--- src/rtl/midi_tx_sched_pkg.sv ---
// Shared types, status-class constants and length decode for the MIDI transmit scheduler.
package midi_pkg;

    typedef enum logic [1:0] {
        S_IDLE,
        S_SEND_ST,
        S_SEND_D1,
        S_SEND_D2
    } state_t;

    typedef struct packed {
        logic [7:0] status;
        logic [7:0] data1;
        logic [7:0] data2;
    } midi_msg_t;

    localparam logic [7:0] NOTE_OFF   = 8'h80;
    localparam logic [7:0] NOTE_ON    = 8'h90;
    localparam logic [7:0] PROG_CHG   = 8'hC0;
    localparam logic [7:0] CHAN_PRESS = 8'hD0;
    localparam logic [7:0] SYS_BASE   = 8'hF0;
    localparam logic [7:0] RT_BASE    = 8'hF8;

    // Bytes on the wire for a status byte; 0 marks a message that must be dropped.
    function automatic logic [1:0] midi_msg_len(input logic [7:0] status);
        logic [1:0] len;
        case (status[7:4])
            NOTE_OFF[7:4], NOTE_ON[7:4], 4'hA, 4'hB, 4'hE: len = 2'd3;
            PROG_CHG[7:4], CHAN_PRESS[7:4]:                len = 2'd2;
            SYS_BASE[7:4]:                                 len = 2'd1;
            default:                                       len = 2'd0;
        endcase
        return len;
    endfunction

    function automatic logic midi_is_channel(input logic [7:0] status);
        return (status >= NOTE_OFF) && (status < SYS_BASE);
    endfunction

    function automatic logic midi_is_realtime(input logic [7:0] status);
        return status >= RT_BASE;
    endfunction

endpackage

--- src/rtl/midi_tx_sched_if.sv ---
// Requester message handshakes plus the downstream byte handshake of the MIDI scheduler.
interface midi_tx_sched_if #(
    parameter int N_REQ = 4
);
    logic [N_REQ-1:0]   req_valid;
    logic [N_REQ-1:0]   req_ready;
    logic [8*N_REQ-1:0] req_status;
    logic [8*N_REQ-1:0] req_data1;
    logic [8*N_REQ-1:0] req_data2;
    logic               tx_valid;
    logic               tx_ready;
    logic [7:0]         tx_byte;

    // Master: the message sources and the UART sink.
    modport master (
        output req_valid, req_status, req_data1, req_data2, tx_ready,
        input  req_ready, tx_valid, tx_byte
    );

    // Slave: the scheduler itself.
    modport slave (
        input  req_valid, req_status, req_data1, req_data2, tx_ready,
        output req_ready, tx_valid, tx_byte
    );
endinterface

--- src/rtl/midi_tx_sched_rr_arb.sv ---
// Round-robin arbiter: searches from rr_ptr, pointer moves past the winner on advance.
module midi_rr_arb #(
    parameter int N_REQ = 4,
    parameter int IDW   = $clog2(N_REQ)
) (
    input  logic             clk,
    input  logic             rst,
    input  logic [N_REQ-1:0] req,
    input  logic             advance,
    output logic [N_REQ-1:0] gnt,
    output logic [IDW-1:0]   gnt_idx
);

    logic [IDW-1:0] r_ptr;

    always_comb begin
        logic found;
        // NOTE: every output gets a default before the search so no latch is inferred.
        gnt     = '0;
        gnt_idx = '0;
        found   = 1'b0;
        for (int i = 0; i < N_REQ; i++) begin
            int j;
            j = int'(r_ptr) + i;
            if (j >= N_REQ) j = j - N_REQ;
            if (!found && req[j]) begin
                found   = 1'b1;
                gnt[j]  = 1'b1;
                gnt_idx = IDW'(j);
            end
        end
    end

    // NOTE: sequential state uses non-blocking assignments only.
    always_ff @(posedge clk or posedge rst) begin
        if (rst) begin
            r_ptr <= '0;
        end else if (advance) begin
            r_ptr <= (gnt_idx == IDW'(N_REQ - 1)) ? '0 : gnt_idx + 1'b1;
        end
    end

endmodule

--- src/rtl/midi_tx_sched.sv ---
// Shares one MIDI byte transmitter among N_REQ message sources, one whole message at a time.
// Optional running status: define MIDI_RUNNING_STATUS_EN.
module midi_tx_sched
    import midi_pkg::*;
#(
    parameter int N_REQ = 4,
    parameter int IDW   = $clog2(N_REQ)
) (
    input  logic           clk,
    input  logic           rst,
    midi_tx_sched_if.slave bus,
    output logic           busy,
    output logic [IDW-1:0] grant_id,
    output logic           drop
);

    state_t           r_state;
    logic [1:0]       r_len;
    logic [7:0]       r_data1;
    logic [7:0]       r_data2;
    logic             r_tx_valid;
    logic [7:0]       r_tx_byte;
    logic [IDW-1:0]   r_grant;
    logic             r_drop;

    logic [N_REQ-1:0] w_gnt;
    logic [IDW-1:0]   w_gnt_idx;
    logic             w_accept;
    midi_msg_t        w_msg;
    logic [1:0]       w_len;
    logic             w_skip;
    logic             w_hs;

    // Requests are only looked at in IDLE and never while reset is asserted.
    assign w_accept      = (r_state == S_IDLE) && !rst && (|bus.req_valid);
    assign bus.req_ready = w_accept ? w_gnt : '0;
    assign w_hs          = r_tx_valid && bus.tx_ready;

    midi_rr_arb #(
        .N_REQ (N_REQ),
        .IDW   (IDW)
    ) u_arb (
        .clk     (clk),
        .rst     (rst),
        .req     (bus.req_valid),
        .advance (w_accept),
        .gnt     (w_gnt),
        .gnt_idx (w_gnt_idx)
    );

    always_comb begin
        w_msg.status = bus.req_status[8*w_gnt_idx +: 8];
        w_msg.data1  = bus.req_data1[8*w_gnt_idx +: 8];
        w_msg.data2  = bus.req_data2[8*w_gnt_idx +: 8];
    end

    assign w_len = midi_msg_len(w_msg.status);

`ifdef MIDI_RUNNING_STATUS_EN
    logic [7:0] r_last_status;

    assign w_skip = (w_msg.status == r_last_status) && midi_is_channel(w_msg.status);

    // Updated at accept time: the byte is either sent now or already equals the register.
    always_ff @(posedge clk or posedge rst) begin
        if (rst) begin
            r_last_status <= 8'h00;
        end else if (w_accept && (w_len != 2'd0)) begin
            if (midi_is_channel(w_msg.status)) begin
                r_last_status <= w_msg.status;
            end else if (!midi_is_realtime(w_msg.status)) begin
                r_last_status <= 8'h00;
            end
        end
    end
`else
    assign w_skip = 1'b0;
`endif

    always_ff @(posedge clk or posedge rst) begin
        if (rst) begin
            r_state    <= S_IDLE;
            r_len      <= 2'd0;
            r_data1    <= 8'h00;
            r_data2    <= 8'h00;
            r_tx_valid <= 1'b0;
            r_tx_byte  <= 8'h00;
            r_grant    <= '0;
            r_drop     <= 1'b0;
        end else begin
            r_drop <= 1'b0;
            case (r_state)
                S_IDLE: begin
                    if (w_accept) begin
                        r_len   <= w_len;
                        r_data1 <= w_msg.data1;
                        r_data2 <= w_msg.data2;
                        r_grant <= w_gnt_idx;
                        if (w_len == 2'd0) begin
                            r_drop <= 1'b1;
                        end else if (w_skip) begin
                            r_state    <= S_SEND_D1;
                            r_tx_valid <= 1'b1;
                            r_tx_byte  <= w_msg.data1;
                        end else begin
                            r_state    <= S_SEND_ST;
                            r_tx_valid <= 1'b1;
                            r_tx_byte  <= w_msg.status;
                        end
                    end
                end
                S_SEND_ST: begin
                    if (w_hs) begin
                        if (r_len == 2'd1) begin
                            r_state    <= S_IDLE;
                            r_tx_valid <= 1'b0;
                        end else begin
                            r_state   <= S_SEND_D1;
                            r_tx_byte <= r_data1;
                        end
                    end
                end
                S_SEND_D1: begin
                    if (w_hs) begin
                        if (r_len == 2'd3) begin
                            r_state   <= S_SEND_D2;
                            r_tx_byte <= r_data2;
                        end else begin
                            r_state    <= S_IDLE;
                            r_tx_valid <= 1'b0;
                        end
                    end
                end
                S_SEND_D2: begin
                    if (w_hs) begin
                        r_state    <= S_IDLE;
                        r_tx_valid <= 1'b0;
                    end
                end
                default: begin
                    r_state    <= S_IDLE;
                    r_tx_valid <= 1'b0;
                end
            endcase
        end
    end

    assign bus.tx_valid = r_tx_valid;
    assign bus.tx_byte  = r_tx_byte;
    assign busy         = (r_state != S_IDLE);
    assign grant_id     = r_grant;
    assign drop         = r_drop;

endmodule

--- src/flat_wrapper.sv ---
// flat-port wrapper written by rule: the top's interface ports become plain ports
module midi_tx_sched_flat import midi_pkg::*;
#(
    parameter int N_REQ = 4,
    parameter int IDW   = $clog2(N_REQ)
)
  (clk, rst, busy, grant_id, drop, bus_req_valid, bus_req_status, bus_req_data1, bus_req_data2, bus_tx_ready, bus_req_ready, bus_tx_valid, bus_tx_byte);
  midi_tx_sched_if #(.N_REQ(N_REQ)) bus_i ();
  input  logic clk;
  input  logic rst;
  output logic busy;
  output logic [IDW-1:0] grant_id;
  output logic drop;
  input wire logic [$bits(bus_i.req_valid)-1:0] bus_req_valid;
  input wire logic [$bits(bus_i.req_status)-1:0] bus_req_status;
  input wire logic [$bits(bus_i.req_data1)-1:0] bus_req_data1;
  input wire logic [$bits(bus_i.req_data2)-1:0] bus_req_data2;
  input wire logic [$bits(bus_i.tx_ready)-1:0] bus_tx_ready;
  output wire logic [$bits(bus_i.req_ready)-1:0] bus_req_ready;
  output wire logic [$bits(bus_i.tx_valid)-1:0] bus_tx_valid;
  output wire logic [$bits(bus_i.tx_byte)-1:0] bus_tx_byte;
  assign bus_i.req_valid = bus_req_valid;
  assign bus_i.req_status = bus_req_status;
  assign bus_i.req_data1 = bus_req_data1;
  assign bus_i.req_data2 = bus_req_data2;
  assign bus_i.tx_ready = bus_tx_ready;
  assign bus_req_ready = bus_i.req_ready;
  assign bus_tx_valid = bus_i.tx_valid;
  assign bus_tx_byte = bus_i.tx_byte;
  midi_tx_sched #(.N_REQ(N_REQ), .IDW(IDW)) u_core (.clk(clk), .rst(rst), .bus(bus_i), .busy(busy), .grant_id(grant_id), .drop(drop));
endmodule
--- config.mk ---
export PLATFORM = sky130hd
export DESIGN_NAME = midi_tx_sched_flat
export DESIGN_NICKNAME = d
export VERILOG_FILES = /design/src/rtl/midi_tx_sched_pkg.sv /design/src/rtl/midi_tx_sched_if.sv /design/src/rtl/midi_tx_sched_rr_arb.sv /design/src/rtl/midi_tx_sched.sv /design/src/flat_wrapper.sv
export SDC_FILE = /design/constraint.sdc
export NUM_CORES = 1
export LEC_CHECK = 0
export CORE_MARGIN = 4
export CORE_UTILIZATION = 40
export DETAILED_ROUTE_END_ITERATION = 10
export PLACE_DENSITY = 0.79
export SETUP_SLACK_MARGIN = 0.15
export SLEW_MARGIN = 20
export SYNTH_ARGS = -nofsm -noshare
export SYNTH_HDL_FRONTEND = slang
export SYNTH_SLANG_ARGS = --single-unit
export TNS_END_PERCENT = 5
--- constraint.sdc ---
create_clock -name clk -period 2.5 [get_ports clk]
set_input_delay 0.25 -clock clk [delete_from_list [all_inputs] [get_ports clk]]
set_output_delay 0.25 -clock clk [all_outputs]
set_load 0.005 [all_outputs]
[Word level (Yosys, flattened, before mapping)]
Memory sizes are Yosys's and may differ from the RTL's.
Index checks and enable logic that the tools add are counted.
Widths: inputs -> output; s select.
Storage, ports and cells
  logic and storage cells: 137
  bits in read-only memories: 32
  input port bits: 103
  bits in writable memories: 0
  latch bits: 0
  register bits after elaboration: 34
  memories kept: 1
  output and inout port bits: 17
Operators by class
  eq/ne operators: 15
  mux-type cells: 63
  bitwise logic cells: 3
  magnitude comparators: 12
  add/subtract/negate cells: 8
  shift operators: 3
  multiply operators: 0
  div/mod/pow operators: 0
  reductions and logical operators: 23
Memory list
  (name not given): words 16, bits a word 2, read ports 1, clocked after memory_dff 0, wr ports 0, line midi_tx_sched_pkg.sv:27  | case (status[7:4])
Operator list (number)
  $ge 32x1->1 const B: 4
  $lt 32x4->1 const B: 4
  $mux 32: 4
  $shiftx 32x6->8: 3
  $mux 8: 6
  $mux 1: 25
  $mux 2: 12
  $pmux 8 s3: 1
  $mux 4: 5
  $reduce_and 7->1: 2
  $ne 2x1->1 const B: 6
  $or 4x4->4: 3
  $sub 3x3->4 const B: 3
  $logic_and 1x1->1: 10
  $ge 3x3->1 const B: 3
  $bmux 1 s2: 4
  $demux 1 s2: 4
  $eq 2x2->1 const B: 4
  $pmux 2 s4: 1
  $add 2x2->3 const B: 2
  $ne 2x2->1 const B: 3
  $reduce_and 5->1: 1
  $eq 2x1->1 const B: 2
  $logic_not 1->1: 4
  other kinds (10): 11

[Depth between registers and ports, before layout]
Gate-level depths: netlist of run 1.
An unclocked memory read counts as a cell.
  word-level depth: 21
  mapped depth: 11
  depth with buffers taken out: 8

[Hierarchy]
From an unflattened synthesis of run 1, not the netlist that was laid out.
Unflattened totals
  cells, all modules: 216
  area, all modules: 2667.6 um2
Modules (own cells, without submodules)
  midi_tx_sched: times used 1, sequential area each 800.8 um2, area each 2143.3 um2, cells each 161
  midi_rr_arb: times used 1, sequential area each 50.0 um2, area each 524.3 um2, cells each 55

[Worst setup path after synthesis of run 1]
No wires, ideal clock.
  path type: register to register
  start point: register u_core.u_arb.r_ptr[0]
  end point: register u_core.r_tx_byte[0], in the netlist u_core.bus.tx_byte[0]
  stages on the path, launching flop included: 11
  library setup time: 125 ps
  required time: 2375 ps
  arrival: 2671 ps
  slack: -296 ps
  period minus slack after synthesis: 2796 ps
  buffers on the path: 2
  cell sequence: dfrtp_1 buf_6 inv_1 ha_1 buf_4 a21bo_1 a221o_2 nand3_1 a211oi_2 nor3_4 mux2_2
On the way
  word-level cells in the longest chain between the ends: 20
  elaborated cells between the ends (all ways): 48
  classes of those cells: add/sub (7); order compare (4); eq/ne (1); shift (1); mux (26); reduce/logical (8); memory (1)
RTL lines
  from (decl): line midi_tx_sched_rr_arb.sv:14  | logic [IDW-1:0] r_ptr;
  from (signal assigned): line midi_tx_sched_rr_arb.sv:39  | r_ptr <= (gnt_idx == IDW'(N_REQ - 1)) ? '0 : gnt_idx + 1'b1;
  parallel branches: the longest is 14 deep, another holds $sub 3x3->4
  $mux 2 *: line midi_tx_sched_rr_arb.sv:26  | if (!found && req[j]) begin
  $shiftx 32x6->8 *: line midi_tx_sched.sv:52  | w_msg.status = bus.req_status[8*w_gnt_idx +: 8];
  $mem_v2 16x2
  $logic_not 2->1: line midi_tx_sched.sv:99  | if (w_len == 2'd0) begin
  $ne 2x2->1 (no line)
  $reduce_and 7->1 (no line)
  to (signal assigned): line midi_tx_sched.sv:104  | r_tx_byte <= w_msg.data1;
  to (signal assigned): line midi_tx_sched.sv:108  | r_tx_byte <= w_msg.status;
  to (signal assigned): line midi_tx_sched.sv:119  | r_tx_byte <= r_data1;
  to (decl): line midi_tx_sched.sv:22  | logic [7:0] r_tx_byte;
Every way passes the cells marked *. The select of a mux whose other input is x is not followed.
A chain may end at the register's enable or synchronous reset.

[Worst setup path after layout of run 1]
  start point: register u_core.u_arb.r_ptr[0]
  end point: output port bus_req_ready[0]
On the way
  word-level cells in the longest chain between the ends: 16
  elaborated cells between the ends (all ways): 64
  classes of those cells: add/sub (7); order compare (12); mux (32); bitwise (3); reduce/logical (10)
RTL lines
  parallel branches: the longest is 14 deep, another holds $ge 32x1->1
  $mux 4 *: line midi_tx_sched_rr_arb.sv:26
  $mux 4 *: line midi_tx_sched.sv:36  | assign bus.req_ready = w_accept ? w_gnt : '0;
  to (decl): line flat_wrapper.sv:19  | output wire logic [$bits(bus_i.req_ready)-1:0] bus_req_ready;
Marks and branches as above.

==> results of run 1 <==
[worst reg2reg max path, cell delays in order (launching register included)]
cell and delay [ns]:
dfrtp_1 0.39, buf_4 0.22, mux2_2 0.37, o32a_2 0.43, buf_4 0.18, nand2_4 0.16
buf_4 0.16, mux2i_1 0.09, mux2_2 0.28, o31ai_1 0.22
[worst paths after layout]
| check | end | slack, ns | depth (start not counted) |
|---|---|---|---|
| setup reg to reg | u_core.r_len[1] | -0.11 | 9 |
| max in group asynchronous | u_core.bus.tx_byte[0] | 1.72 | 3 |
| hold reg to reg | u_core.r_data2[4] | 0.49 | 2 |
| min in group clk | u_core.r_data2[4] | 0.49 | 2 |
| hold / removal | u_core.r_state[1] | 0.46 | 3 |
| setup / recovery | bus_req_ready[0] | -0.14 | 9 |
[logic make-up (layout without fill, tap and decap cells)]
family | after synthesis | after routing | share of synthesized area [%]
multiplexers | 69 | 69 | 24.53
adder cells (fa/ha/maj) | 8 | 8 | 3.338
AND/OR/NAND/NOR | 75 | 75 | 13.56
AO/OA/AOI/OAI | 95 | 96 | 23.28
buffers and inverters | 36 | 184 | 6.633
XOR/XNOR | 1 | 1 | 0.2921
flip-flops | 34 | 34 | 28.37
[sequential cells by signal, summed over array words and instances, names as in the netlist]
signal,flops
u_core.grant_id,2
u_core.r_state,2
u_core.u_arb.r_ptr,2
u_core.drop,1
u_core.r_len,2
u_core.r_data2,8
u_core.bus.tx_valid,1
u_core.r_data1,8
u_core.bus.tx_byte,8
[power by group]
part	switching (mW)	internal [mW]	total [mW]
Clock	0.194	0.319	0.512
Combinational	2.07	2.31	4.39
Sequential	0.179	0.829	1.01
[what timing repair did]
action	CTS	global route
pin swaps	12	1
buffers inserted	2	0
resized for setup	40	4
setup endpoints to repair	34	36
gates cloned	2	0
[placed cells by master (no fill, tap or decap), drive strengths merged, types with 2 or more instances in the layout]
master,synthesis,routed
a21oi,8,8
buf,14,50
dfrtp,34,34
nand3,11,11
a221oi,9,9
nor2,9,9
o21a,2,2
nand2,29,29
inv,11,11
clkbuf,10,6
nor3,2,2
mux2i,42,42
mux2,26,26
a2111oi,7,7
nor2b,2,2
and3,7,7
a311oi,3,3
or2,2,2
ha,8,8
o31ai,5,5
and2,2,2
nand4,2,2
nand3b,3,3
a221o,5,6
a211oi,11,11
clkdlybuf4s50,0,115
o31a,2,2
o21ai,32,32
[area by class of cell]
cell class                 count  area [sq um]
sequential                    34         850.8
clock inverter                 1         30.03
clock buffer                   6         82.58
timing repair buffer         165          1580
tap                           99         123.9
multi-input combinational    249          2076
inverter                      12         47.55
fill                         595          2462
[routing by layer]
metal,vias to the layer above,GRT usage (%)
li1,1524,-
met1,1475,25.18
met4,0,6.731
met5,-,0
met3,14,4.940
met2,121,39.13
[through the flow]
step / util, % / worst slack, ns / cells / power (mW) / hold WS [ns]
after CTS: 65.88 / -0.1120 / 566 / 5.889 / 0.4653
after global routing: 66.05 / -0.2316 / 566 / 6.331 / 0.5033
after detailed placement: 62.76 / -0.3802 / 555 / 5.035 / 0.4701
final: 66.05 / -0.1388 / 566 / 5.907 / 0.4644
after floorplan: - / -0.1671 / 318 / 3.715 / 0.4089
after global placement: 62.76 / -0.2987 / 555 / 4.922 / 0.4638
==> run_results.csv, run 1 <==
group,metric,value,unit
run_status,status,"finished with violations",
run_status,violations,"negative setup slack",
clock_network,htreeDepth,2,
drt,vias_per_cell,5.537,
drt,drc,0,
worst_setup_path,start_kind,"register",
drt,drt-met1-wl,3858,um
drt,vias,3134,
drt,drtIter0Drc,100,
worst_setup_path,path_cells,"inv_4, ha_4, mux4_2, a211oi_2, buf_4, a221o_1, o21ai_1, a21oi_1, buf_2",
sta,slew_violations,0,
worst_setup_path,crit_start,"u_core.u_arb.r_ptr[0]",
sta,maxSlewHeadroom,69.68,%
floorplanning,num_rows,31,
synth,synth_seq_area_share,28.37,%
sta,rsz0062_at_grt,"true",
sta,max_freq,0.3790,GHz
floorplanning,dieArea,0.008947,sq mm
drt,dr_wl_met3,591,um
layout,n_antenna_cell,0,
sta,fin_worst_skew,0.004293,ns
sta,finalHoldViolCount,0,
hold_path,min_path_type,"in2async",
clock_network,clock_latency,0.29,ns
clock_network,cts.clk_slew.worst_paths,0.07,ns
drt,drt_first_pass_iters,4,
global_route,grt_use_total,21.60,%
drt,dr.max_layer_used,"met4",
worst_setup_path,path_buf_inv,3,
sta,worstMarginPinSlew,0.4491,ns
synth,synth_area,0.002999,sq mm
worst_setup_path,cp-end-kind,"output port",
worst_setup_path,worstSetupPathType,"reg2out",
global_route,grt_max_degree,44,
place,hpwl,7446,um
sta,setup_violations,26,
floorplanning,core,0.007253,sq mm
drt,wire_per_inst,16.86,um
synth,synthFlopType,"dfrtp_1",
worst_setup_path,slowest_delay,0.54,ns
layout,drive_gt1_share,24.20,%
synth,yosys_register_bits,34,
global_route,grt_pass1_vias,3209,
global_route,grt_first_pass_wirelength,15240,um
global_route,antenna_found_initial,0,
synth,yosys-top-cells-area,"dfrtp_1 (28%), mux2i_1 (14%), mux2_2 (9.0%)",
global_route,overflow,0,
clock_network,clkSinkCount,34,
layout,final_nets,578,
synth,synth_top_cell_by_area,"dfrtp_1",
worst_setup_path,rr_startpoint,"u_core.u_arb.r_ptr[0]",
floorplanning,die_w,94.59,um
synth,synth_nets,429,
layout,finalInstanceArea,0.004791,sq mm
place,dpl_cell_area,0.004552,sq mm
drt,drt-total-wl,9543,um
synth,synth_top_area_share,28.37,%
worst_setup_path,cp.arrival,2.39,ns
synth,synth_warnings,0,
synth,synth_area_per_cell,9.431,sq um
clock_network,cts_buffers,5,
run,cap_violations,0,
drt,route.met2.wl,4905,um
clock_network,ctsHoldBuffers,0,
synth,synth_cells,318,
synth,synth.most_common_cell,"mux2i_1",
clock_network,tritoncts,"built",
power,vdd_drop_max,0.0005323,V
synth,synth_commonest_cells,"mux2i_1 (42), dfrtp_1 (34), o21ai_0 (29)",
place,place.gp.congestion,0.8528,
clock_network,cts_max_path_buffers,2,
sta,setup_ws,-0.1388,ns
layout,syn_to_final_growth,59.74,%
power,p_leak,2.098,nW
floorplanning,die_y,94.59,um
worst_setup_path,cp_slowest_cell,"mux4_2",
power,powerDensity,1233,mW/mm^2
floorplanning,initial_core_util,41.35,%
clock_network,cts_root_buf,"clkbuf_8",
floorplanning,ios,120,
sta,fin_setup_tns,-1.744,ns
place,portBuffers,119,
worst_setup_path,path_max_fanout,4,
synth,synth_cell_type_count,62,
synth,synth_edf_count,0,
sta,period_share,105.6,%
sta,period_needed,2.639,ns
worst_setup_path,critPathTopFamily,"multiplexers",
drt,antenna_left,0,
synth,synthArstFlopShare,100.0,%
worst_setup_path,cp.required,2.25,ns
No activity file was read; power rests on OpenSTA's default activity.
==> run 2, diff against run 1 <==
--- a/config.mk
+++ b/config.mk
@@ -5,8 +5,10 @@
 export SDC_FILE = /design/constraint.sdc
 export NUM_CORES = 1
 export LEC_CHECK = 0
+export ABC_AREA = 1
 export CORE_MARGIN = 4
 export CORE_UTILIZATION = 40
+export CTS_CLUSTER_DIAMETER = 50
 export DETAILED_ROUTE_END_ITERATION = 10
 export PLACE_DENSITY = 0.79
 export SETUP_SLACK_MARGIN = 0.15
==> run 2 against run 1 <==
The flow now finishes without violations. Non-clock buffer count shrank 16. Hold slack lost 0.069 ns. Die area shrank 1.3%. Synthesized area shrank 1.4%. Flip-flop and latch count is the same. Final cell count grew 15%. Clock power shrank 17%. Critical path depth grew 7. Wire length grew 4.6%. Worst setup slack gained 0.25 ns. Design area shrank 2.9%. Maximum frequency grew 11%. Largest power group unchanged. Highest routed layer unchanged.
==> run_results.csv, run 2 <==
group,metric,value,unit
global_route,overflow,0,
sta,setup_violations,0,
clock_network,tritoncts,"built",
floorplanning,die_y,93.99,um
clock_network,cts.clk_slew.worst_paths,0.07,ns
worst_setup_path,crit_path_end,"u_core.bus.tx_byte[4]",
floorplanning,dieArea,0.008834,sq mm
drt,drc,0,
synth,synth_cells,418,
worst_setup_path,rr_startpoint,"u_core.u_arb.r_ptr[0]",
clock_network,cts_max_path_buffers,2,
synth,synth_top_cell_by_area,"dfrtp_1",
synth,synth_edf_count,0,
floorplanning,ios,120,
layout,final_nets,663,
drt,drt_first_pass_iters,5,
clock_network,clkSinkCount,34,
place,portBuffers,119,
global_route,grt_max_degree,32,
clock_network,htreeDepth,2,
synth,yosys_register_bits,34,
floorplanning,initial_core_util,41.00,%
worst_setup_path,worst_r2r_endpoint,"u_core.bus.tx_byte[4]",
drt,drtIter0Drc,198,
synth,synth_area,0.002958,sq mm
worst_setup_path,reg2reg_slack,0.11,ns
layout,fin_cells,652,
synth,synth_top_area_share,28.76,%
sta,finalHoldViolCount,0,
worst_setup_path,cp_slowest_cell,"dfrtp_2",
floorplanning,num_rows,31,
sta,setup_ws,0.1146,ns
run_status,status,"finished, final reports clean",
hold_path,min_path_type,"in2async",
worst_setup_path,cp.required,2.73,ns
run,cap_violations,0,
drt,antenna_left,0,
sta,worstMarginPinSlew,0.4615,ns
sta,period_needed,2.385,ns
layout,drive_gt1_share,16.09,%
worst_setup_path,rr_worst_depth,16,
worst_setup_path,worstSetupPathType,"reg2reg",
synth,synth_seq_area_share,28.76,%
synth,synth_warnings,0,
synth,synthFlopType,"dfrtp_1",
layout,final_util,64.46,%
layout,n_antenna_cell,0,
power,powerDensity,348.7,mW/mm^2
drt,drt-total-wl,9986,um
sta,maxSlewHeadroom,68.95,%
place,dp_slack,-0.05560,ns
global_route,grt_first_pass_wirelength,15530,um
place,place.gp.congestion,0.9711,
worst_setup_path,crit_start,"u_core.u_arb.r_ptr[0]",
layout,syn_to_final_growth,57.23,%
drt,vias_per_cell,5.270,
global_route,grt_use_total,22.36,%
worst_setup_path,path_max_fanout,10,
sta,rsz0062_at_grt,"true",
place,dp.cells,634,
layout,regArea,852.1,sq um
sta,period_share,95.42,%
synth,synthArstFlopShare,100.0,%
power,p_leak,2.156,nW
sta,max_freq,0.4192,GHz
worst_setup_path,slowest_delay,0.46,ns
worst_setup_path,crit_path_frequent_cell,"nand2_1",
synth,synth.most_common_cell,"nand2_1",
global_route,grt_pass1_vias,3269,
power,total_power,1.622,mW
floorplanning,core,0.007214,sq mm
sta,fin_worst_skew,0.007026,ns
global_route,antenna_found_initial,0,
layout,mostFrequentLayoutCell,"clkdlybuf4s50_1",
sta,slew_violations,0,
floorplanning,die_w,93.99,um
drt,vias,3436,
layout,multi_input_area,0.001938,sq mm
clock_network,clock_latency,0.29,ns
place,hpwl,7692,um
drt,wire_per_inst,15.32,um
worst_setup_path,cp-end-kind,"register",
worst_setup_path,cp.arrival,2.62,ns
synth,synth_nets,529,
synth,synth_commonest_cells,"nand2_1 (121), nand3_1 (52), inv_1 (41)",
synth,synth_cell_type_count,42,
clock_network,cts_buffers,5,
synth,yosys-top-cells-area,"dfrtp_1 (29%), nand2_1 (15%), nand3_1 (8.8%)",
clock_network,cts_root_buf,"clkbuf_8",
worst_setup_path,start_kind,"register",
synth,synth_area_per_cell,7.076,sq um
layout,final_cell_mix,"clkdlybuf4s50_1 (115), nand2_1 (112), nand3_1 (48), inv_1 (40), dfrtp_1 (33)",
worst_setup_path,path_cells,"inv_8, buf_12, nand2_1, nand3_4, nand2_8, nor2_8, buf_4, nand4_4, buf_6, nand3_1, nand3_2, nand3_4, nand2_4, inv_6, nand2_1, nand2_1",
layout,nFillCells,634,
clock_network,ctsHoldBuffers,0,
power,vdd_drop_max,0.0002097,V
run 2: cell count changes after synthesis, moves of 7 or more:
cell and delta:
nand2_1 +93, or2_1 +11, a221oi_1 -8, mux2i_1 -42, a22o_1 +7, o211ai_1 +15
inv_1 +31, or2_0 +8, a2111oi_0 -7, mux2_2 -24, o2111ai_1 +11, a211oi_1 -9
o21ai_0 -22, nand3_1 +42
run 2: worst min path at each step:
stage                       startpoint                    end  slack, ns  cells past startpoint
floorplan                          rst  u_core.bus.tx_byte[0]       0.39                      1
global placement    u_core.grant_id[0]     u_core.grant_id[0]       0.47                      2
detailed placement  u_core.grant_id[0]     u_core.grant_id[0]       0.47                      2
CTS                                rst  u_core.u_arb.r_ptr[1]       0.39                      3
global route                       rst      u_core.r_data2[2]       0.41                      3
finish                             rst      u_core.r_data2[3]       0.40                      3
run 2: layer usage:
metal	up-vias	global-route usage, %	part of all wire [%]
met3	29	4.968	7.7
met5	-	0	0
li1	1682	-	-
met1	1569	26.88	39
met4	0	8.303	3.5
met2	156	38.79	50
run 2: repair_timing:
item	in CTS	in global routing
resized for setup	28	20
setup buffers	5	5
pin swaps	14	19
setup endpoints to repair	26	37
run 2: layout make-up:
type / instances / share of cell area, %
repair buffers: 149 / 31.21
flip-flops and latches: 34 / 18.32
clock inverters: 2 / 0.2690
clock buffers: 6 / 1.776
multi-input cells: 316 / 41.67
inverters: 46 / 4.089
well taps: 99 / 2.663
run 2: through the flow:
| step | instance area [sq um] | hold WS [ns] | setup TNS, ns |
|---|---|---|---|
| CTS | 4561 | 0.3906 | -0.08959 |
| floorplan | 2958 | 0.3916 | 0 |
| finish | 4651 | 0.3958 | 0 |
| global route | 4651 | 0.4075 | -0.1601 |
| global placement | 4307 | 0.4678 | -0.07120 |
| detailed placement | 4307 | 0.4694 | -0.09651 |
run 2: cells by family (layout without fill, tap and decap cells):
logic type                 after synthesis  count (layout)  share of synthesized area [%]
AOI/OAI and AO/OA                       68              68                          16.54
adders and majority gates                8               8                          3.384
and+or+nand+nor                        240             240                          40.61
DFF                                     34              34                          28.76
buffers and inverters                   68             203                          10.70
run 2: power breakdown:
group,internal [mW],total (mW),switching [mW]
logic,0.312,0.612,0.300
clock network,0.221,0.427,0.206
registers,0.569,0.583,0.0136
total,1.10,1.62,0.520
run 2: critical path: cells and delay by family, from the launching register on:
kind | cells | cell delay (ns)
AND/OR/NAND/NOR | 11 | 1.18
buffers and inverters | 5 | 0.67
flip-flops | 1 | 0.46
